## src/rtl/ser_add_pkg.sv

```systemverilog
// Shared definitions for the bit-serial adder controller: FSM encodings
// and the default operand width.
package ser_add_pkg;

   localparam int DEF_WIDTH = 8;

   typedef enum logic [1:0] {
      S_IDLE = 2'b00,
      S_RUN  = 2'b01,
      S_DONE = 2'b10
   } state_t;

endpackage

```

## src/rtl/serial_add_ctrl_full_adder.sv

```systemverilog
// Gate-level 1-bit full adder cell; the controller time-multiplexes one
// instance of it across every bit of the addition.
module Full_Adder (
   input  logic a,
   input  logic b,
   input  logic cin,
   output logic s,
   output logic cout
);

   logic half;

   assign half = a ^ b;
   assign s    = half ^ cin;
   assign cout = (a & b) | (cin & half);

endmodule

```

## src/rtl/serial_add_ctrl.sv

```systemverilog
// Bit-serial adder controller: one Full_Adder cell, one bit per clock, LSB
// first, with a start/done handshake around a WIDTH-cycle RUN phase.
module serial_add_ctrl
   import ser_add_pkg::*;
#(
   parameter  int WIDTH = DEF_WIDTH,
   localparam int CW    = $clog2(WIDTH)
) (
   input  logic             clk,
   input  logic             rst_n,
   input  logic             start,
   input  logic [WIDTH-1:0] a,
   input  logic [WIDTH-1:0] b,
   input  logic             cin,
   output logic             busy,
   output logic             done,
   output logic [WIDTH-1:0] sum,
   output logic             cout,
   output logic             ovf
);

   state_t           state;
   state_t           state_next;
   logic [WIDTH-1:0] a_sh;
   logic [WIDTH-1:0] b_sh;
   logic [WIDTH-1:0] psum;
   logic [WIDTH-1:0] psum_next;
   logic [CW-1:0]    cnt;
   logic             carry_q;
   logic             msb_cin;
   logic             s_cell;
   logic             c_cell;
   logic             capture;
   logic             last_bit;

   Full_Adder u_fa (
      .a    (a_sh[0]),
      .b    (b_sh[0]),
      .cin  (carry_q),
      .s    (s_cell),
      .cout (c_cell)
   );

   assign capture   = start && (state == S_IDLE || state == S_DONE);
   assign last_bit  = (state == S_RUN) && (cnt == CW'(WIDTH - 1));
   assign psum_next = {s_cell, psum[WIDTH-1:1]};
   assign busy      = (state == S_RUN);
   assign done      = (state == S_DONE);

   // NOTE: sequential state uses non-blocking assignments so every flop
   // samples pre-edge values, independent of statement order.
   always_ff @(posedge clk) begin
      if (!rst_n) state <= S_IDLE;
      else        state <= state_next;
   end

   // NOTE: next state is defaulted before the case so no path can infer a latch.
   always_comb begin
      state_next = S_IDLE;
      case (state)
         S_IDLE:  state_next = start ? S_RUN : S_IDLE;
         S_RUN:   state_next = last_bit ? S_DONE : S_RUN;
         S_DONE:  state_next = start ? S_RUN : S_IDLE;
         default: state_next = S_IDLE;
      endcase
   end

   always_ff @(posedge clk) begin
      if (!rst_n) begin
         a_sh    <= '0;
         b_sh    <= '0;
         psum    <= '0;
         cnt     <= '0;
         carry_q <= 1'b0;
         msb_cin <= 1'b0;
         sum     <= '0;
         cout    <= 1'b0;
         ovf     <= 1'b0;
      end else if (capture) begin
         a_sh    <= a;
         b_sh    <= b;
         psum    <= '0;
         cnt     <= '0;
         carry_q <= cin;
      end else if (state == S_RUN) begin
         a_sh    <= a_sh >> 1;
         b_sh    <= b_sh >> 1;
         psum    <= psum_next;
         carry_q <= c_cell;
         cnt     <= cnt + CW'(1);
         // The carry produced by bit WIDTH-2 is the carry into the MSB.
         if (cnt == CW'(WIDTH - 2)) msb_cin <= c_cell;
         if (last_bit) begin
            sum  <= psum_next;
            cout <= c_cell;
            ovf  <= msb_cin ^ c_cell;
         end
      end
   end

endmodule

```

## config.mk

```make
export PLATFORM = sky130hd
export DESIGN_NAME = serial_add_ctrl
export DESIGN_NICKNAME = d
export VERILOG_FILES = /design/src/rtl/ser_add_pkg.sv /design/src/rtl/serial_add_ctrl_full_adder.sv /design/src/rtl/serial_add_ctrl.sv
export SDC_FILE = /design/constraint.sdc
export NUM_CORES = 1
export LEC_CHECK = 0
export CORE_MARGIN = 10
export CORE_UTILIZATION = 48
export CTS_BUF_LIST = sky130_fd_sc_hd__clkbuf_2 sky130_fd_sc_hd__clkbuf_4 sky130_fd_sc_hd__clkbuf_8
export CTS_CLUSTER_SIZE = 8
export DETAILED_ROUTE_END_ITERATION = 12
export PLACE_DENSITY = 0.89
export SYNTH_ARGS = -nofsm -noshare
export SYNTH_HDL_FRONTEND = slang
export SYNTH_SLANG_ARGS = --single-unit
```

## constraint.sdc

```tcl
create_clock -name clk -period 1.45 [get_ports clk]
set_clock_uncertainty 0.05 [all_clocks]
set_input_delay 0.2175 -clock clk [delete_from_list [all_inputs] [get_ports clk]]
set_output_delay 0.2175 -clock clk [all_outputs]
set_load 0.01 [all_outputs]
```

Word-level counts from Yosys, hierarchy flattened
Index checks and enable logic that the tools add are counted.
- muxes and demuxes: 9
- equal/unequal tests: 4
- add/sub/neg operators: 1
- bitwise logic cells: 8
- reductions and logical operators: 9
- operator list (operator ; count):
    8-bit two-way mux ; 4
    3-bit == test, second input constant ; 2
    3-bit AND reduction ; 2
    2-bit case mux with 2 select lines ; 1
    2-bit OR reduction ; 2
    3-bit by 1-bit adder with 3-bit output, second input constant ; 1
    1-bit two-way mux ; 3
    1-bit XOR ; 3
    1-bit bitwise AND ; 2
    2-bit by 1-bit == test with 1-bit output, second input constant ; 1
    2-bit == test, second input constant ; 1
    1-bit logical AND ; 2
    2-bit zero test ; 1
    2-bit two-way mux ; 1
    1-bit inverter ; 2
    2-bit nonzero test ; 1
    1-bit logical OR ; 1
    1-bit OR ; 1
- output and inout port bits: 12
- bits in registers: 41

Logic depth before layout (Yosys ltp)
Gate-level depths: netlist of the first run.
- depth after elaboration: 5
- depth in mapped cells: 6
- mapped depth without buffers: 5

Hierarchy
From an unflattened synthesis of the first run, not the netlist that was laid out.
- cell total of the unflattened synthesis: 188
- area, all modules: 1644.1 um^2
- by module, submodules not included (module ; cells each ; area an instance (um^2) ; times used):
    serial_add_ctrl ; 187 ; 1624.1 ; 1
    Full_Adder ; 1 ; 20.0 ; 1

Worst setup path before layout of the first run
Ideal clock, no wire load.
- kind: reg2reg
- start: register cnt[0]
- end: register ovf
- period minus slack after synthesis: 1.383 ns
- cell stages (with the launch flop): 6
- slack: 0.067 ns
- data required time: 1.284 ns
- setup time: 0.116 ns
- arrival time: 1.217 ns
- cell sequence: dfxtp_1 ha_1 ha_1 and3b_1 buf_2 o211a_1
- longest elaborated chain between the ends: 3
- ends and longest elaborated chain (what ; line ; source):
    start: declaration ; serial_add_ctrl.sv:28 ; logic [CW-1:0] cnt;
    start signal: assignment ; serial_add_ctrl.sv:90 ; cnt <= cnt + CW'(1);
    3-bit == test ; serial_add_ctrl.sv:45 ; assign last_bit = (state == S_RUN) && (cnt == CW'(WIDTH - 1));
    1-bit logical AND ; serial_add_ctrl.sv:45 ;
    3-bit AND reduction (no source line) ; n/a ;
    end signal: assignment ; serial_add_ctrl.sv:96 ; ovf <= msb_cin ^ c_cell;
    end: declaration ; serial_add_ctrl.sv:19 ; output logic ovf
Every way passes these cells.
A chain may end at the register's enable or synchronous reset.

Final worst setup path of the first run
- start: register cnt[0]
- end: register sum[4]
- longest elaborated chain between the ends: 3
- ends and longest elaborated chain (what ; line ; source):
    3-bit == test ; serial_add_ctrl.sv:45 ;
    1-bit logical AND ; serial_add_ctrl.sv:45 ;
    3-bit AND reduction (no source line) ; n/a ;
    end signal: assignment ; serial_add_ctrl.sv:94 ; sum <= psum_next;
    end: declaration ; serial_add_ctrl.sv:17 ; output logic [WIDTH-1:0] sum,
Every way passes these cells.

==> impl_results.md, run 1 <==
* Synth Instances at around 190
* Fraction of final layout cells sized beyond drive strength 1 at roughly 16%
* Maximum net fanout on the critical path at 4
* Clock latency at the later pin of the worst-skew pair at between 0.3 and 0.4 ns
* Maximum operating frequency at about 720 MHz
* Average via count per standard cell at between 5 and 6
* Crit path arrival time at approximately 1.6 ns
* Placement-stage cell area at 2010 µm²
* Setup Slack @ Placement at -0.0598 ns
* Dominant combinational cell family by area after synthesis: simple AND/OR/NAND/NOR gates
* Top Ports at 32
* Largest buffer count on any clock path at 2
* Clock root buffer master: sky130_fd_sc_hd__clkbuf_4
* Ratio of final minimum period to clock period at 95.6%
* Synthesized-area fraction occupied by and/or/nand/nor cells at between 20% and 30%
* Count of pins over their slew limit at 0
* Met2 WL at approximately 1.9 mm
* Wire length of the first global-routing pass at a little over 6 mm
* Detailed Route Iter0 Violations at between 150 and 200
* Number of buffers added by the clock tree synthesis step at 5
* Global route total overflow at 0
* Effective utilization at floorplan at 49.7%
* Sequential fraction of the synthesis area at approximately half
* Final-report hold violation count at 0
* Site Rows at 21
* Largest net degree at the start of global routing at 28
* Area inside the core boundary at roughly 3300 µm²
* Number of synthesis warnings at 0
* Via count at around 1,400
* Complex-gate fraction of the synthesized area at approximately a fifth
* Maximum Capacitance Violations at 0
* Main flop type after synthesis: sky130_fd_sc_hd__dfxtp_1
* Overall Global Routing Usage at 12.2%
* Crit start category: register
* Area share of xor/xnor cells in the synthesized design at 1.07%
* Number of distinct standard cells referenced by the synthesized netlist at 31
* Worst slew slack as a fraction of its limit at between 80% and 90%
* Number of DRC violations after detailed routing at 0
* Avg WL per Cell at between 10 and 15 µm
* Period minus WS final at roughly 1.4 ns
* Synth Net Count at around 210
* Setup-failing EPs final at 0
* Post-synthesis share of cell area spent on full adders, half adders and majority gates at 3.50%
* Antenna Nets Post-Route at 0
* Post-Syn Area per Cell at approximately 8.7 µm²
* Met3 wire len at roughly 210 µm
* Weighted congestion reported at the end of routability-driven placement at about 0.77
* Ant. Diodes at 0
* Initial antenna violation count at 0
* Layout-stage area growth over the synthesis result at 29.8%
* CP Capture Type: register
* Number of sinks driven by the clock tree at 40
* PortBufs at 31
* Status: complete, no violations
* Clock tree from TritonCTS: done
* Floorplan die height at about 79 µm
* Via count of the first global-routing pass at 1,458
* Netlist area before placement at between 1500 and 2000 µm²
* Number of enable-type register cells in the synthesized netlist at 0
* #FFs+latches synth at 40
* Hold Crit Class: in -> reg
* Worst setup margin at roughly 0.063 ns
* Async set-reset flop share out of synthesis at 0%
* Overall die area at 6170 µm²
* Count of nets after finishing at 250
* Reported leakage power at 0.820 nW
* Top routing layer in use: met4
* Final instance area at 2130 µm²
* Wl on met1 at approximately 1.7 mm
* Die Width at approximately 79 µm
* Maximum resistive drop on vdd at just over 0.6 mV
* Multiplexer share of the synthesized area at 0%
* Drt first pass iters at 4
* Start-to-end type of the worst setup path: reg -> reg
* Pwr dens at ~1000 nW/µm²
* Aggregate routed wire length at 3.79 mm
* Data required, critical path at roughly 1.7 ns
* Number of H-tree levels at 2
* Clock slew at the register clock pins of the worst setup and hold paths at ~0.13 ns
* # hold bufs at CTS at 0
* Post-detail-place hpwl at approximately 2.5 mm
* Slew at the pin closest to its max-slew limit at about 0.29 ns
Yosys cell counts, types with 2 or more instances:
| master | number | share of area, % |
|---|---|---|
| sky130_fd_sc_hd__o21ai_1 | 5 | 1.5 |
| sky130_fd_sc_hd__clkbuf_1 | 3 | 0.68 |
| sky130_fd_sc_hd__o221ai_1 | 8 | 4.3 |
| sky130_fd_sc_hd__nor2_1 | 10 | 2.3 |
| sky130_fd_sc_hd__nor2b_1 | 2 | 0.76 |
| sky130_fd_sc_hd__a21oi_1 | 10 | 3.0 |
| sky130_fd_sc_hd__a22oi_1 | 2 | 0.91 |
| sky130_fd_sc_hd__a21boi_0 | 3 | 1.4 |
| sky130_fd_sc_hd__buf_2 | 3 | 0.91 |
| sky130_fd_sc_hd__ha_1 | 3 | 2.3 |
| sky130_fd_sc_hd__xnor2_1 | 2 | 1.1 |
| sky130_fd_sc_hd__nand2_1 | 51 | 12 |
| sky130_fd_sc_hd__dfxtp_1 | 40 | 49 |
| sky130_fd_sc_hd__buf_4 | 3 | 1.4 |
| sky130_fd_sc_hd__nand3_1 | 2 | 0.61 |
| sky130_fd_sc_hd__nand2b_1 | 2 | 0.76 |
| sky130_fd_sc_hd__a31oi_1 | 5 | 1.9 |
| sky130_fd_sc_hd__nor3_1 | 8 | 2.4 |
| sky130_fd_sc_hd__o21ai_0 | 2 | 0.61 |
| sky130_fd_sc_hd__and2_1 | 2 | 0.76 |
| sky130_fd_sc_hd__a21boi_1 | 9 | 4.1 |
| sky130_fd_sc_hd__buf_6 | 4 | 2.7 |
flip-flops by register name (all words and copies together), names as in the netlist:
register  cells
msb_cin       1
state         2
a_sh          8
sum           8
carry_q       1
psum          7
cout          1
cnt           3
ovf           1
b_sh          8
layer usage:
layer | vias up | track usage (%)
met5 | - | 0
met4 | 0 | 5.91
met3 | 6 | 4.44
met2 | 38 | 20.6
met1 | 675 | 13.4
li1 | 719 | -
what timing repair did:
item / 4_1_cts / 5_1_grt
resized for setup: 19 / 11
pin swaps: 0 / 6
endpoints found under the setup margin: 22 / 12
buffers inserted: 1 / 0
cloned: 0 / 1
where the power goes:
group	switching [mW]	internal, mW
Sequential	0.0326	1.15
Combinational	0.149	0.142
Clock	0.388	0.368
cells in the final DEF (no fill, tap or decap), drive strengths merged, types with 2 or more instances in the layout:
master         instances
o221ai                 8
dfxtp                 40
clkbuf                 6
nor2b                  2
nand3                  2
a21oi                 10
xnor2                  2
a22oi                  2
dlygate4sd2           10
buf                   13
nor2                  10
nand2                 52
nand2b                 2
clkinv                 2
and2                   2
a21boi                12
ha                     3
clkdlybuf4s50         19
a31oi                  5
inv                    2
o21ai                  7
nor3                   8
worst paths after layout:
kind / startpoint / endpoint / slack (ns) / depth (start not counted)
worst min-delay path: a[7] / a_sh[7]$_SDFFE_PN0P_ / 0.35 / 3
worst min register to register: sum[1]$_SDFFE_PN0P_ / sum[1]$_SDFFE_PN0P_ / 0.40 / 2
worst max register to register: cnt[0]$_SDFFE_PP0P_ / sum[4]$_SDFFE_PN0P_ / 0.06 / 7
worst max-delay path: cnt[0]$_SDFFE_PP0P_ / sum[4]$_SDFFE_PN0P_ / 0.06 / 7
metrics by stage:
step / hold slack (ns) / setup TNS [ns] / total power [mW] / util [%] / cells
2_1_floorplan: 0.301 / 0 / 1.39 / - / 188
3_3_place_gp: 0.391 / -0.0355 / 1.48 / 60.8 / 263
3_5_place_dp: 0.396 / -0.472 / 1.49 / 60.8 / 263
4_1_cts: 0.334 / 0 / 2.23 / 63.6 / 272
5_1_grt: 0.339 / -0.0000991 / 2.32 / 64.4 / 273
6_report: 0.349 / 0 / 2.23 / 64.4 / 273
cells by family (layout without fill, tap and decap cells):
group,Yosys count,after routing
AOI/OAI and AO/OA,46,46
xor gates and xnor gates,2,2
adders and majority gates,4,4
buffers and inverters,15,54
DFF,40,40
and+or+nand+nor,81,81
cell type report:
class	instances	area (µm²)
Fill cell	283	1180
Sequential cell	40	806
Multi-Input combinational cell	133	764
Timing Repair Buffer	44	405
Tap cell	46	57.6
Clock inverter	3	47.5
Clock buffer	5	37.5
Inverter	2	15.0
worst max-delay path: stages (launching register included):
cell	delay (ns)
sky130_fd_sc_hd__dfxtp_2	0.35
sky130_fd_sc_hd__ha_2	0.19
sky130_fd_sc_hd__ha_4	0.15
sky130_fd_sc_hd__buf_4	0.12
sky130_fd_sc_hd__nand3b_1	0.13
sky130_fd_sc_hd__buf_2	0.16
sky130_fd_sc_hd__nand2_1	0.06
sky130_fd_sc_hd__a21boi_1	0.11
(Power assumes the default switching activity.)
==> run 2, diff against run 1 <==
--- a/config.mk
+++ b/config.mk
@@ -8,7 +8,6 @@
 export CORE_MARGIN = 10
 export CORE_UTILIZATION = 48
 export CTS_BUF_LIST = sky130_fd_sc_hd__clkbuf_2 sky130_fd_sc_hd__clkbuf_4 sky130_fd_sc_hd__clkbuf_8
-export CTS_CLUSTER_SIZE = 8
 export DETAILED_ROUTE_END_ITERATION = 12
 export PLACE_DENSITY = 0.89
 export SYNTH_ARGS = -nofsm -noshare
==> results of run 2 <==
Final layout, timing and power as in run 1 (identical DEF).
==> run 3, diff against run 2 <==
--- a/config.mk
+++ b/config.mk
@@ -10,6 +10,7 @@
 export CTS_BUF_LIST = sky130_fd_sc_hd__clkbuf_2 sky130_fd_sc_hd__clkbuf_4 sky130_fd_sc_hd__clkbuf_8
 export DETAILED_ROUTE_END_ITERATION = 12
 export PLACE_DENSITY = 0.89
+export RECOVER_POWER = 50
 export SYNTH_ARGS = -nofsm -noshare
 export SYNTH_HDL_FRONTEND = slang
 export SYNTH_SLANG_ARGS = --single-unit
==> run 3 against run 2 <==
Net effect:
- register-to-register slack about the same
- clock-buffer cell count is the same
- combinational power about the same
- hold slack improved by 0.0013 ns
- cell area unchanged
- routed wire length increased by 0.40%
- power grew 0.20%
- fmax barely moved
- first-iteration DRC count grew 0.66%
- critical path depth is 2 lower
- cell count stayed put
- non-clock buffer count stayed put
- critical path type unchanged
==> impl_results.md, run 3 (synthesis gave the netlist of run 1 again) <==
* Status: complete, no violations
* Worst Hold Slack at 0.351 ns (+0.00126 ns)
* Start-to-end type of the worst setup path: reg -> reg
* Effective utilization at floorplan at 49.7% (unchanged)
* Via count at 1,452 (+0.97%)
* CP Capture Type: register
* Crit start category: register
* Fraction of final layout cells sized beyond drive strength 1 at 15.9% (unchanged)
* Die Width at 78.5 µm (unchanged)
* Period minus WS final at 1.39 ns (+0.000783 ns)
* Overall die area at 6170 µm² (unchanged)
* Clock latency at the later pin of the worst-skew pair at 0.37 ns (about the same)
* Critical path's slowest cell: sky130_fd_sc_hd__dfxtp_2
* Floorplan die height at 78.5 µm (unchanged)
* Top Ports at 32 (unchanged)
* Reported leakage power at 0.819 nW (about the same)
* Aggregate routed wire length at 3.81 mm (+0.40%)
* Clock tree from TritonCTS: done
* Hold Crit Class: in -> reg
* Clock slew at the register clock pins of the worst setup and hold paths at 0.14 ns (about the same)
* Maximum Capacitance Violations at 0 (unchanged)
* Clock root buffer master: sky130_fd_sc_hd__clkbuf_4
* Buffers & Inverters on Critical Path at 2 (unchanged)
* Site Rows at 21 (unchanged)
* Ant. Diodes at 0 (unchanged)
* Sequential Area at 806 µm² (unchanged)
* Commonest non-fill, non-tap cell in the layout: sky130_fd_sc_hd__nand2_1
* Initial antenna violation count at 0 (unchanged)
* Count of nets after finishing at 250 (unchanged)
* Overall Global Routing Usage at 12.2% (unchanged)
* Worst slew slack as a fraction of its limit at 80.4% (about the same)
* Count of pins over their slew limit at 0 (unchanged)
* Pwr dens at 1050 nW/µm² (+0.20%)
* Final standard cell utilization of the core at 64.4% (unchanged)
* Crit path arrival time at 1.62 ns (about the same)
* Flop2flop setup slack at 0.06 ns (about the same)
* Maximum resistive drop on vdd at 0.606 mV (+0.33%)
* Number of buffers added by the clock tree synthesis step at 5 (unchanged)
* Area inside the core boundary at 3310 µm² (unchanged)
* Detailed Route Iter0 Violations at 153 (+0.66%)
* Setup-failing EPs final at 0 (unchanged)
* Filler Cells Inserted at 283 (unchanged)
* Weighted congestion reported at the end of routability-driven placement at 0.765 (unchanged)
* Total negative setup slack at 0 ns (unchanged)
* Antenna Nets Post-Route at 0 (unchanged)
* Largest stage delay on the critical path at 0.41 ns (+0.06 ns)
* Post-detail-place hpwl at 2.53 mm (unchanged)
* Global route total overflow at 0 (unchanged)
* Ordered cell list for the critical path: clkbuf_4, nand2b_1, buf_12, nand3_1, a21boi_1
* Biggest registers after layout: a_sh: 8 flops, b_sh: 8 flops, sum: 8 flops
* Data required, critical path at 1.68 ns (about the same)
* Top cell family by delay on the critical path: flip-flops
* Avg WL per Cell at 13.9 µm (+0.40%)
* PortBufs at 31 (unchanged)
* Final-report hold violation count at 0 (unchanged)
* Maximum net fanout on the critical path at 22 (+18)
* Maximum operating frequency at 721 MHz (about the same)
* Slew at the pin closest to its max-slew limit at 0.294 ns (+0.000380 ns)
* Area of the multi-input gates at 764 µm² (unchanged)
* Largest net degree at the start of global routing at 28 (unchanged)
* Average via count per standard cell at 5.32 (+0.97%)
* Largest buffer count on any clock path at 2 (unchanged)
* Drt first pass iters at 4 (unchanged)
* Number of sinks driven by the clock tree at 40 (unchanged)
* Via count of the first global-routing pass at 1,458 (unchanged)
* Layout-stage area growth over the synthesis result at 29.8% (unchanged)
* Number of H-tree levels at 2 (unchanged)
* Number of DRC violations after detailed routing at 0 (unchanged)
* Ratio of final minimum period to clock period at 95.7% (about the same)
* Wire length of the first global-routing pass at 6.23 mm (unchanged)
* Commonest cells after routing, fill and taps aside: 51 x sky130_fd_sc_hd__nand2_1, 36 x sky130_fd_sc_hd__dfxtp_1, 19 x sky130_fd_sc_hd__clkdlybuf4s50_1
==> run 3: changes by cell type in the layout (fill, tap and decap cells not counted), sizes merged <==
cell	change
buf	-1
clkbuf	+1
==> run 3: worst paths after layout <==
check                            from                   end  depth (start not counted)
setup / recovery  state[0]$_SDFF_PN0_  carry_q$_SDFFE_PN0P_                          5
hold / removal                   a[7]  a_sh[7]$_SDFFE_PN0P_                          3
setup reg to reg  state[0]$_SDFF_PN0_  carry_q$_SDFFE_PN0P_                          5
hold reg to reg   sum[1]$_SDFFE_PN0P_   sum[1]$_SDFFE_PN0P_                          2
==> run 3: cell type report <==
class | count | area share [%]
tap | 46 | 2.70
inverter | 2 | 0.704
clock inverter | 3 | 2.23
sequential | 40 | 37.8
multi-input combinational | 133 | 35.8
clock buffer | 5 | 1.76
timing repair buffer | 44 | 19.0
==> run 3: tightest hold or removal path, stage by stage <==
cell and delay [ns]:
sky130_fd_sc_hd__clkdlybuf4s50_1 0.41, sky130_fd_sc_hd__nand2_1 0.06, sky130_fd_sc_hd__a21oi_1 0.05
==> run 3: repair_timing <==
| action | CTS | global route |
|---|---|---|
| setup endpoints to repair | 22 | 12 |
| hold buffers | 0 | 0 |
| buffers inserted | 1 | 0 |
| resized for setup | 19 | 11 |
| pin swaps | 0 | 6 |
| gates cloned | 0 | 1 |
==> run 3: routing by layer <==
metal | GRT usage (%) | wire length [µm] | vias to the layer above
met5 | 0 | 0 | -
met4 | 5.91 | 62 | 0
met3 | 4.44 | 204 | 6
met2 | 20.6 | 1830 | 35
met1 | 13.4 | 1710 | 691
li1 | - | - | 720
==> run 3: where the power goes <==
part           internal (mW)  switching, mW  total (mW)
combinational          0.142          0.149       0.291
clock                  0.368          0.393       0.762
sequential              1.15         0.0322        1.18
total                   1.66          0.574        2.24
==> run 3: stage by stage <==
| step | cell area [µm²] | cells | power, mW | setup WS (ns) |
|---|---|---|---|---|
| after floorplan | 1640 | 188 | 1.39 | 0.0667 |
| after global placement | 2010 | 263 | 1.48 | -0.0111 |
| after detailed placement | 2010 | 263 | 1.49 | -0.0598 |
| after CTS | 2110 | 272 | 2.23 | 0.0267 |
| after global routing | 2130 | 273 | 2.31 | -0.0000991 |
| final | 2130 | 273 | 2.24 | 0.0625 |
